File: config.mk
export PLATFORM = sky130hd
export DESIGN_NAME = posit_encode_pipe
export DESIGN_NICKNAME = d
export VERILOG_FILES = /design/src/rtl/posit_pkg.sv /design/src/rtl/posit_round.sv /design/src/rtl/posit_encode_pipe.sv
export SDC_FILE = /design/constraint.sdc
export NUM_CORES = 1
export LEC_CHECK = 0
export CAP_MARGIN = 20
export CORE_MARGIN = 3
export CORE_UTILIZATION = 25
export CTS_CLUSTER_DIAMETER = 120
export DETAILED_ROUTE_END_ITERATION = 7
export PLACE_DENSITY_LB_ADDON = 0.3
export SLEW_MARGIN = 20
export SYNTH_ARGS = -nofsm -noshare
export SYNTH_HDL_FRONTEND = slang
export SYNTH_SLANG_ARGS = --single-unit
File: constraint.sdc
create_clock -name clk -period 6.35 [get_ports clk]
set_input_delay 1.27 -clock clk [delete_from_list [all_inputs] [get_ports clk]]
set_output_delay 1.27 -clock clk [all_outputs]
set_load 0.01 [all_outputs]
File: src/rtl/posit_pkg.sv
// Shared posit definitions: default geometry, a constant log2 helper and the
// decoded-posit bundle used to describe values before encoding.
package posit_pkg;

  // Ceiling log2, intended for elaboration-time parameter arithmetic.
  function automatic int log2(input int value);
    int r;
    r = 0;
    for (int i = 0; i < 31; i++) begin
      if ((1 << i) < value) r = i + 1;
    end
    return r;
  endfunction

  localparam int POSIT_N  = 8;
  localparam int POSIT_ES = 3;
  localparam int POSIT_RS = log2(POSIT_N);

  typedef struct packed {
    logic                          sign;
    logic signed [POSIT_RS:0]      regime;
    logic [POSIT_ES-1:0]           exponent;
    logic [POSIT_N-POSIT_ES+2:0]   mantissa;
    logic                          zero;
    logic                          nar;
  } posit_t;

endpackage

File: src/rtl/posit_round.sv
// Final encode stage: round-to-nearest-even on the truncated magnitude, regime
// clamping, special values and sign application. Purely combinational.
module posit_round
  import posit_pkg::*;
#(
  parameter int N = POSIT_N
) (
  input  logic [N-2:0] mag,
  input  logic         guard,
  input  logic         sticky,
  input  logic         sign,
  input  logic         zero,
  input  logic         nar,
  input  logic         sat_max,
  input  logic         sat_min,
  output logic [N-1:0] result,
  output logic         sat
);

  logic         round_up;
  logic [N-1:0] sum;
  logic [N-2:0] rounded;
  logic [N-2:0] mag_final;
  logic [N-1:0] mag_ext;

  always_comb begin
    round_up = guard & (sticky | mag[0]);
    sum      = {1'b0, mag} + {{(N-1){1'b0}}, round_up};

    // A carry out would land on NaR and an empty magnitude would read as zero;
    // neither is a legal rounding of a real nonzero value.
    if (sum[N-1])
      rounded = '1;
    else if (sum[N-2:0] == '0)
      rounded = {{(N-2){1'b0}}, 1'b1};
    else
      rounded = sum[N-2:0];

    if (sat_max)
      mag_final = '1;
    else if (sat_min)
      mag_final = {{(N-2){1'b0}}, 1'b1};
    else
      mag_final = rounded;

    mag_ext = {1'b0, mag_final};

    if (nar)
      result = {1'b1, {(N-1){1'b0}}};
    else if (zero)
      result = '0;
    else if (sign)
      result = -mag_ext;
    else
      result = mag_ext;

    sat = !nar && !zero && (sat_max || sat_min);
  end

endmodule

File: src/rtl/posit_encode_pipe.sv
// Pipelined posit encoder: decoded fields (sign, signed regime k, exponent,
// hidden-bit mantissa) in, rounded N-bit posit out over three valid/ready stages.
module posit_encode_pipe
  import posit_pkg::*;
#(
  parameter int N  = POSIT_N,
  parameter int ES = POSIT_ES,
  parameter int RS = log2(N)
) (
  input  logic            clk,
  input  logic            rst_n,
  input  logic            in_valid,
  output logic            in_ready,
  input  logic            Sign,
  input  logic [RS:0]     RegimeValue,
  input  logic [ES-1:0]   Exponent,
  input  logic [N-ES+2:0] Mantissa,
  input  logic            InZero,
  input  logic            InNaR,
  output logic            out_valid,
  input  logic            out_ready,
  output logic [N-1:0]    Result,
  output logic            Sat
);

  localparam int LW = RS + 2;   // wide enough for regime string lengths up to N
  localparam int TW = N + 2;    // exponent plus fraction with hidden bit dropped
  localparam int FW = N + TW;

  logic s1_valid, s2_valid, s3_valid;
  logic s1_adv, s2_adv, s3_adv;

  assign s3_adv    = !s3_valid || out_ready;
  assign s2_adv    = !s2_valid || s3_adv;
  assign s1_adv    = !s1_valid || s2_adv;
  assign in_ready  = s1_adv;
  assign out_valid = s3_valid;

  // ---------------- S1: regime build ----------------
  int            k_int;
  int            run_int;
  logic          reg_pos;
  logic          sat_max;
  logic          sat_min;
  logic [LW-1:0] run_len;
  logic [N-1:0]  reg_field;

  always_comb begin
    k_int   = int'($signed(RegimeValue));
    reg_pos = (k_int >= 0);
    run_int = reg_pos ? (k_int + 1) : -k_int;
    // Over-long runs only occur for clamped values, so the string contents no longer matter.
    if (run_int > N - 1) run_int = N - 1;
    run_len = LW'(run_int);
    sat_max = (k_int >= N - 2);
    sat_min = (k_int <= -(N - 1));
  end

  for (genvar gi = 0; gi < N; gi++) begin : g_regime
    assign reg_field[N-1-gi] = (LW'(gi) < run_len)  ? reg_pos  :
                               (LW'(gi) == run_len) ? !reg_pos : 1'b0;
  end

  logic [N-1:0]  s1_field;
  logic [LW-1:0] s1_len;
  logic [TW-1:0] s1_tail;
  logic          s1_sign, s1_zero, s1_nar, s1_sat_max, s1_sat_min;

  // ---------------- S2: concatenate, truncate, guard/sticky ----------------
  logic [LW-1:0] shamt;
  logic [FW-1:0] full;

  assign shamt = LW'(N) - s1_len;
  assign full  = {s1_field, {TW{1'b0}}} | ({{N{1'b0}}, s1_tail} << shamt);

  logic [N-2:0] s2_mag;
  logic         s2_guard, s2_sticky;
  logic         s2_sign, s2_zero, s2_nar, s2_sat_max, s2_sat_min;

  // ---------------- S3: round, saturate, sign ----------------
  logic [N-1:0] rnd_result;
  logic         rnd_sat;

  posit_round #(.N(N)) u_round (
    .mag     (s2_mag),
    .guard   (s2_guard),
    .sticky  (s2_sticky),
    .sign    (s2_sign),
    .zero    (s2_zero),
    .nar     (s2_nar),
    .sat_max (s2_sat_max),
    .sat_min (s2_sat_min),
    .result  (rnd_result),
    .sat     (rnd_sat)
  );

  always_ff @(posedge clk or negedge rst_n) begin
    if (!rst_n) begin
      s1_valid   <= 1'b0;
      s2_valid   <= 1'b0;
      s3_valid   <= 1'b0;
      s1_field   <= '0;
      s1_len     <= '0;
      s1_tail    <= '0;
      s1_sign    <= 1'b0;
      s1_zero    <= 1'b0;
      s1_nar     <= 1'b0;
      s1_sat_max <= 1'b0;
      s1_sat_min <= 1'b0;
      s2_mag     <= '0;
      s2_guard   <= 1'b0;
      s2_sticky  <= 1'b0;
      s2_sign    <= 1'b0;
      s2_zero    <= 1'b0;
      s2_nar     <= 1'b0;
      s2_sat_max <= 1'b0;
      s2_sat_min <= 1'b0;
      Result     <= '0;
      Sat        <= 1'b0;
    end else begin
      if (s1_adv) begin
        s1_valid <= in_valid;
        if (in_valid) begin
          s1_field   <= reg_field;
          s1_len     <= run_len + LW'(1);
          s1_tail    <= {Exponent, Mantissa[N-ES+1:0]};
          s1_sign    <= Sign;
          s1_nar     <= InNaR;
          s1_zero    <= InZero && !InNaR;
          s1_sat_max <= sat_max;
          s1_sat_min <= sat_min;
        end
      end
      if (s2_adv) begin
        s2_valid <= s1_valid;
        if (s1_valid) begin
          s2_mag     <= full[FW-1 -: N-1];
          s2_guard   <= full[FW-N];
          s2_sticky  <= |full[FW-N-1:0];
          s2_sign    <= s1_sign;
          s2_zero    <= s1_zero;
          s2_nar     <= s1_nar;
          s2_sat_max <= s1_sat_max;
          s2_sat_min <= s1_sat_min;
        end
      end
      if (s3_adv) begin
        s3_valid <= s2_valid;
        if (s2_valid) begin
          Result <= rnd_result;
          Sat    <= rnd_sat;
        end
      end
    end
  end

endmodule
# Word-level counts from Yosys, hierarchy flattened
# Index checks and enable logic that the tools add are counted.
dict set report op_classes {
  n_addsub 6
  n_mul 0
  n_div 0
  order_cmp 12
  eq_ne 7
  n_shift 1
  muxes 25
  bitwise_logic 3
  reduce_logical 20
}
# operator n
set ops {}
lappend ops {{32-bit by 4-bit > comparator with 1-bit output (second input constant)} 1}
lappend ops {{32-bit two-way mux} 1}
lappend ops {{4-bit negator with 32-bit output} 1}
lappend ops {{7-bit two-way mux} 4}
lappend ops {{8-bit two-way mux} 3}
lappend ops {{3-bit by 5-bit equality test with 1-bit output (first input constant)} 4}
lappend ops {{3-bit by 5-bit < comparator with 1-bit output (first input constant)} 4}
lappend ops {{18-bit OR} 1}
lappend ops {{10-bit by 5-bit left shift with 18-bit output} 1}
lappend ops {{1-bit two-way mux} 16}
lappend ops {{2-bit by 5-bit equality test with 1-bit output (first input constant)} 2}
lappend ops {{1-bit by 5-bit < comparator with 1-bit output (first input constant)} 2}
lappend ops {{2-bit by 5-bit < comparator with 1-bit output (first input constant)} 2}
lappend ops {{10-bit OR reduction} 1}
lappend ops {{7-bit by 1-bit adder with 8-bit output} 1}
lappend ops {{7-bit negator with 8-bit output} 1}
lappend ops {{1-bit logical NOT} 7}
lappend ops {{7-bit logical NOT} 1}
lappend ops {{2-bit AND reduction} 3}
lappend ops {{4-bit by 2-bit adder with 5-bit output (second input constant)} 1}
lappend ops {{5-bit by 1-bit adder with 5-bit output (second input constant)} 1}
lappend ops {{1-bit by 5-bit equality test with 1-bit output (first input constant)} 1}
lappend ops {{5-bit logical NOT} 1}
lappend ops {{5-bit two-way mux} 1}
lappend ops {{other kinds (8)} 13}
dict set report word_totals {
  regBits 54
  latchBits 0
  ramBits 0
  romBits 0
  input_bits 22
  output_inout_bits 11
  wordCells 95
  mem_count 0
}

# Logic depth before layout (Yosys ltp)
dict set report depth {
  depth_word 12
  ltp_mapped 15
  depth_no_buf 13
}

# Hierarchy
# From an unflattened synthesis, not the netlist that was laid out.
dict set report unflattened {
  hier_cells 457
  hier_area_um2 3926.3
}
# mod instances cells_each area_each_um2 seq_area_each_um2
set modules_own_cells {}
lappend modules_own_cells {posit_encode_pipe 1 369 3379.5 1351.3}
lappend modules_own_cells {posit_round 1 88 546.8 0.0}

# Worst setup path after synthesis
# No wires, ideal clock.
dict set report synth_path {
  kind {input port to flip-flop}
  start {input RegimeValue[0]}
  end {register s1_len[4]}
  setup_time_ps 110
  arrival_time_ps 3882
  required_time_ps 6240
  setup_slack_ps 2358
  path_stages 12
  path_buffers 1
  path_cell_list {clkbuf_1 > inv_1 > ha_1 > nand3_1 > ha_1 > or4b_1 > and2_1 > o311ai_1 > nand2_1 > ha_1 > and4_1 > o41ai_1}
}
dict set report synth_between {
  elab_chain_cells 5
  word_cells_on_any_way 7
  classes_between {add/sub (3); order compare (2); mux (2)}
}
# element line_no
set synth_rtl {}
lappend synth_rtl {{start: declaration} posit_encode_pipe.sv:15} ;# input logic [RS:0] RegimeValue,
lappend synth_rtl {{4-bit negator with 32-bit output (tied with other cells)} posit_encode_pipe.sv:51} ;# run_int = reg_pos ? (k_int + 1) : -k_int;
lappend synth_rtl {{32-bit two-way mux (*)} posit_encode_pipe.sv:51}
lappend synth_rtl {{32-bit by 4-bit > comparator with 1-bit output} posit_encode_pipe.sv:53} ;# if (run_int > N - 1) run_int = N - 1;
lappend synth_rtl {{5-bit two-way mux (*)} posit_encode_pipe.sv:53}
lappend synth_rtl {{5-bit by 1-bit adder with 5-bit output (*)} posit_encode_pipe.sv:125} ;# s1_len <= run_len + LW'(1);
lappend synth_rtl {{end signal: assignment} posit_encode_pipe.sv:125}
lappend synth_rtl {{end: declaration} posit_encode_pipe.sv:65} ;# logic [LW-1:0] s1_len;
# Mark *: on every way between the ends. The rest lies on a longest branch, timed or not.
# A chain may end at the register's enable or synchronous reset.

# Final worst setup path
dict set report layout_path {
  start {input RegimeValue[0]}
  end {register s1_field[0]}
}
dict set report layout_between {
  elab_chain_cells 7
  word_cells_on_any_way 11
  classes_between {add/sub (2); order compare (3); eq/ne (1); mux (4); reduce/logical (1)}
}
# element line_no
set layout_rtl {}
lappend layout_rtl {{branches (longest 6 deep; another with 4-bit negator with 32-bit output)} -}
lappend layout_rtl {{1-bit two-way mux (*)} posit_encode_pipe.sv:60} ;# assign reg_field[N-1-gi] = (LW'(gi) < run_len) ? reg_pos :
lappend layout_rtl {{end signal: assignment} posit_encode_pipe.sv:124} ;# s1_field <= reg_field;
lappend layout_rtl {{end: declaration} posit_encode_pipe.sv:64} ;# logic [N-1:0] s1_field;
# Mark *: on every way between the ends.

==> reports/qor_table.md <==
| Item | This run | Unit |
| --- | --- | --- |
| Final critical-path share of the clock period | 73.17 | % |
| Most used flip-flop cell after synthesis | dfrtp_1 | - |
| Initial Util | 26.09 | % |
| Run status | completed | - |
| Combinational cell fraction of total power | 43.1 | % |
| Final cell area excluding filler cells | 4471 | sq um |
| Share of power burned in registers | 36.8 | % |
| WP data arrival | 4.86 | ns |
| Portion of total power attributed to the clock network | 20.1 | % |
| Max-slew headroom | 46.38 | % |
| Highest fanout seen on the critical path | 15 | - |
| Sink of the worst hold path | Result[2]$_DFFE_PN0P_ | - |
| GR Util All Layers | 11.22 | % |
| Post-CTS Hold Buffers | 0 | - |
| Post-detailed-routing wire length | 9247 | um |
| Hold Path Class | reg2reg | - |
| Switching share of total power | 39.84 | % |
| Final hold violation count | 0 | - |
| Crit end category | register | - |
| Core Util, Final | 30.08 | % |
| Total of cells resized after clock tree synthesis | 0 | - |
| Starting DRT DRC Count | 295 | - |
| Maximum count of clock buffers along a single path | 2 | - |
| Sequential share of the synthesized area | 34.85 | % |
| Clock transition at path regs | 0.08 | ns |
| Most frequent standard cell in the layout excluding fill and tap cells | nand2_1 | - |
| RSZ-0062 raised after global routing | false | - |
| Total clock buffers created by CTS | 5 | - |
| Number of vias per cell after detailed routing | 5.193 | - |
| Number of remaining DRC errors | 0 | - |
| Iteration count of the initial detailed-routing pass | 4 | - |
| Count of nets left with antenna violations after detail routing | 0 | - |
| Switching power summed over all nets | 0.0005744 | W |
| Worst R2R Start | s1_len[0]$_DFFE_PN0P_ | - |
| Syn Nets | 499 | - |
| Y dimension of the die | 130.5 | um |
| Initial antenna violation count | 0 | - |
| Net total in the final layout | 511 | - |
| Overflow left after global routing | 0 | - |
| Number of diodes added for antenna fixing | 0 | - |
| Post-synthesis average cell area | 8.411 | sq um |
| Measured slew at the worst slew-check pin | 0.8043 | ns |
| Via total after detailed routing | 3,417 | - |
| Post-detailed-route wirelength per cell | 14.05 | um |
| Max cap viols | 0 | - |
| Post-synthesis instance area | 3877 | sq um |
| Launch point of the critical path | RegimeValue[0] | - |
| Cell variety after synth | 63 | - |
| Depth of the worst register-to-register path | 6 | - |
| Proportion of layout cells with a drive suffix above 1 | 5.274 | % |
| Worst-case vdd ir drop | 0.0001248 | V |
| Post-synth EDFFs | 0 | - |
| Last weighted congestion value of the routability-driven placer | 0.8832 | - |
| Max-slew violation total from the final report | 0 | - |
| FMAX | 215.2 | MHz |
| CTS tree | done | - |
| Final Setup Violations | 0 | - |
| Floorplan row count | 44 | - |
| Reg2reg end | s2_sticky$_DFFE_PN0P_ | - |
| Deepest level of the CTS H-tree | 2 | - |
| HPWL reported at the end of detailed placement | 6927 | um |
| Clock tree root buffer cell | clkbuf_16 | - |
| FFs w/ async S/R, synth | 100.0 | % |
| Pin count of the biggest net entering global routing | 55 | - |
| Data required time of the worst path | 6.56 | ns |
| Minimum period implied by the final worst setup slack | 4.646 | ns |
| Flop2flop setup slack | 2.95 | ns |
| Setup bufs post-CTS | 0 | - |
| Core region area | 14,860 | sq um |
| Port Buffers | 31 | - |
| Dpl cell area | 4315 | sq um |
| Internal power | 0.0008674 | W |
| Post-Syn Instances | 461 | - |
| Leakage | 1.836 | nW |
| Layout area overhead | 15.30 | % |
| Startpoint types | input pin | - |
| Global-route wire length before repair | 16,060 | um |
| Vias in the first global route | 3,172 | - |
| Number of register bits inferred by synthesis | 54 | - |
| Clk sinks | 54 | - |
| Post-Route Skew | 0.007950 | ns |
| Cell depth of the worst min-delay path | 2 | - |
| Power density over the cells | 322.5 | nW/um^2 |
| Boundary pin count | 33 | - |
| Chip width | 130.5 | um |
| Critical Setup Path Class | in2reg | - |
| Clk_lat worst skew | 0.30 | ns |
| Die area | 17,040 | sq um |
| Synthesis Warnings | 0 | - |
| Commonest cells after routing, fill and taps aside | 102 x nand2_1, 54 x dfrtp_1, 30 x clkdlybuf4s50_1, 20 x o21ai_0, 19 x nor2_1 | - |
| Total Negative Setup Slacks | 0 | ns |
| Start point of the worst min-delay path | Result[2]$_DFFE_PN0P_ | - |
==> routing by layer <==
metal	up-vias	part of all wire, %	wire length [um]	GRT usage [%]
met5	-	0	0	0
met2	63	48	4416	18.43
met3	10	3.4	315	1.789
met4	0	0.98	91	2.057
met1	1642	48	4425	15.77
li1	1702	-	-	-
==> flip-flops by register name, summed over array words and instances (netlist names), 5 cells and up <==
name and cells:
s1_len 5, Result 8, s2_mag 7, s1_field 8, s1_tail 10
==> kinds of logic (layout without fill, tap and decap cells) <==
group | Yosys count | after routing | synth area share (%)
xor gates and xnor gates | 11 | 11 | 2.485
muxes | 20 | 20 | 7.680
DFF | 54 | 54 | 34.85
adders and majority gates | 16 | 16 | 5.163
buffers and inverters | 44 | 57 | 4.550
and+or+nand+nor | 200 | 200 | 24.91
AOI/OAI and AO/OA | 116 | 116 | 20.36
==> Yosys cell counts (5+ instances only) <==
library cell / number / area share (%)
o21ai_1: 13 / 1.7
a21oi_1: 18 / 2.3
nand3_1: 14 / 1.8
xor2_1: 6 / 1.4
mux2i_1: 8 / 2.1
nor2_1: 19 / 1.8
inv_1: 15 / 1.5
nor3_1: 9 / 1.2
ha_1: 16 / 5.2
dfrtp_1: 54 / 35
o21ai_0: 20 / 2.6
o31ai_1: 8 / 1.5
nand2b_1: 12 / 1.9
or3_1: 5 / 0.81
xnor2_1: 5 / 1.1
and2_1: 9 / 1.5
a31oi_1: 11 / 1.8
a311oi_1: 6 / 1.4
clkbuf_1: 23 / 2.2
o211ai_1: 5 / 0.97
nand2_1: 102 / 9.9
mux4_2: 6 / 3.5
==> worst max-delay path: stages <==
cell and delay (ns):
clkdlybuf4s50_1 0.60, inv_1 0.31, ha_1 0.24, nand3_1 0.12, ha_1 0.40, a211oi_1 0.57, o311ai_1 0.28, nand2_1 0.15
ha_1 0.17, inv_1 0.05, a2111oi_0 0.42, o21ai_1 0.16, o211ai_1 0.11
==> area by class of cell <==
class | count | area, sq um
Inverter | 15 | 56.30
Fill cell | 1570 | 10390
Sequential cell | 54 | 1351
Clock inverter | 2 | 16.27
Timing Repair Buffer | 34 | 327.8
Clock buffer | 6 | 138.9
Tap cell | 184 | 230.2
Multi-Input combinational cell | 363 | 2350
==> worst max path at each step <==
stage | cells after the start | endpoint
3_3_place_gp | 12 | s1_len[4]$_DFFE_PN0P_
4_1_cts | 12 | s1_len[4]$_DFFE_PN0P_
3_5_place_dp | 12 | s1_len[4]$_DFFE_PN0P_
6_report | 13 | s1_field[0]$_DFFE_PN0P_
5_1_grt | 12 | s1_len[4]$_DFFE_PN0P_
2_1_floorplan | 12 | s1_len[4]$_DFFE_PN0P_
==> power groups by stage <==
stage                     logic (W)  clock network, W  registers (W)
after global placement     0.000625                 0       0.000536
final                      0.000621          0.000290       0.000531
after CTS                  0.000625          0.000300       0.000532
after global routing       0.000706          0.000313       0.000550
after detailed placement   0.000620                 0       0.000540
after floorplan            0.000492                 0       0.000482
==> metrics by stage <==
stage          std cells  hold slack [ns]  power (W)  setup WS, ns
6_report             658           0.4793   0.001442         1.704
5_1_grt              658           0.5102   0.001569         1.433
4_1_cts              658           0.4895   0.001457         1.743
3_5_place_dp         650           0.4700   0.001160         1.460
3_3_place_gp         650           0.4622   0.001161         1.468
2_1_floorplan        461           0.4386  0.0009742         2.358
(Power assumes the default switching activity.)
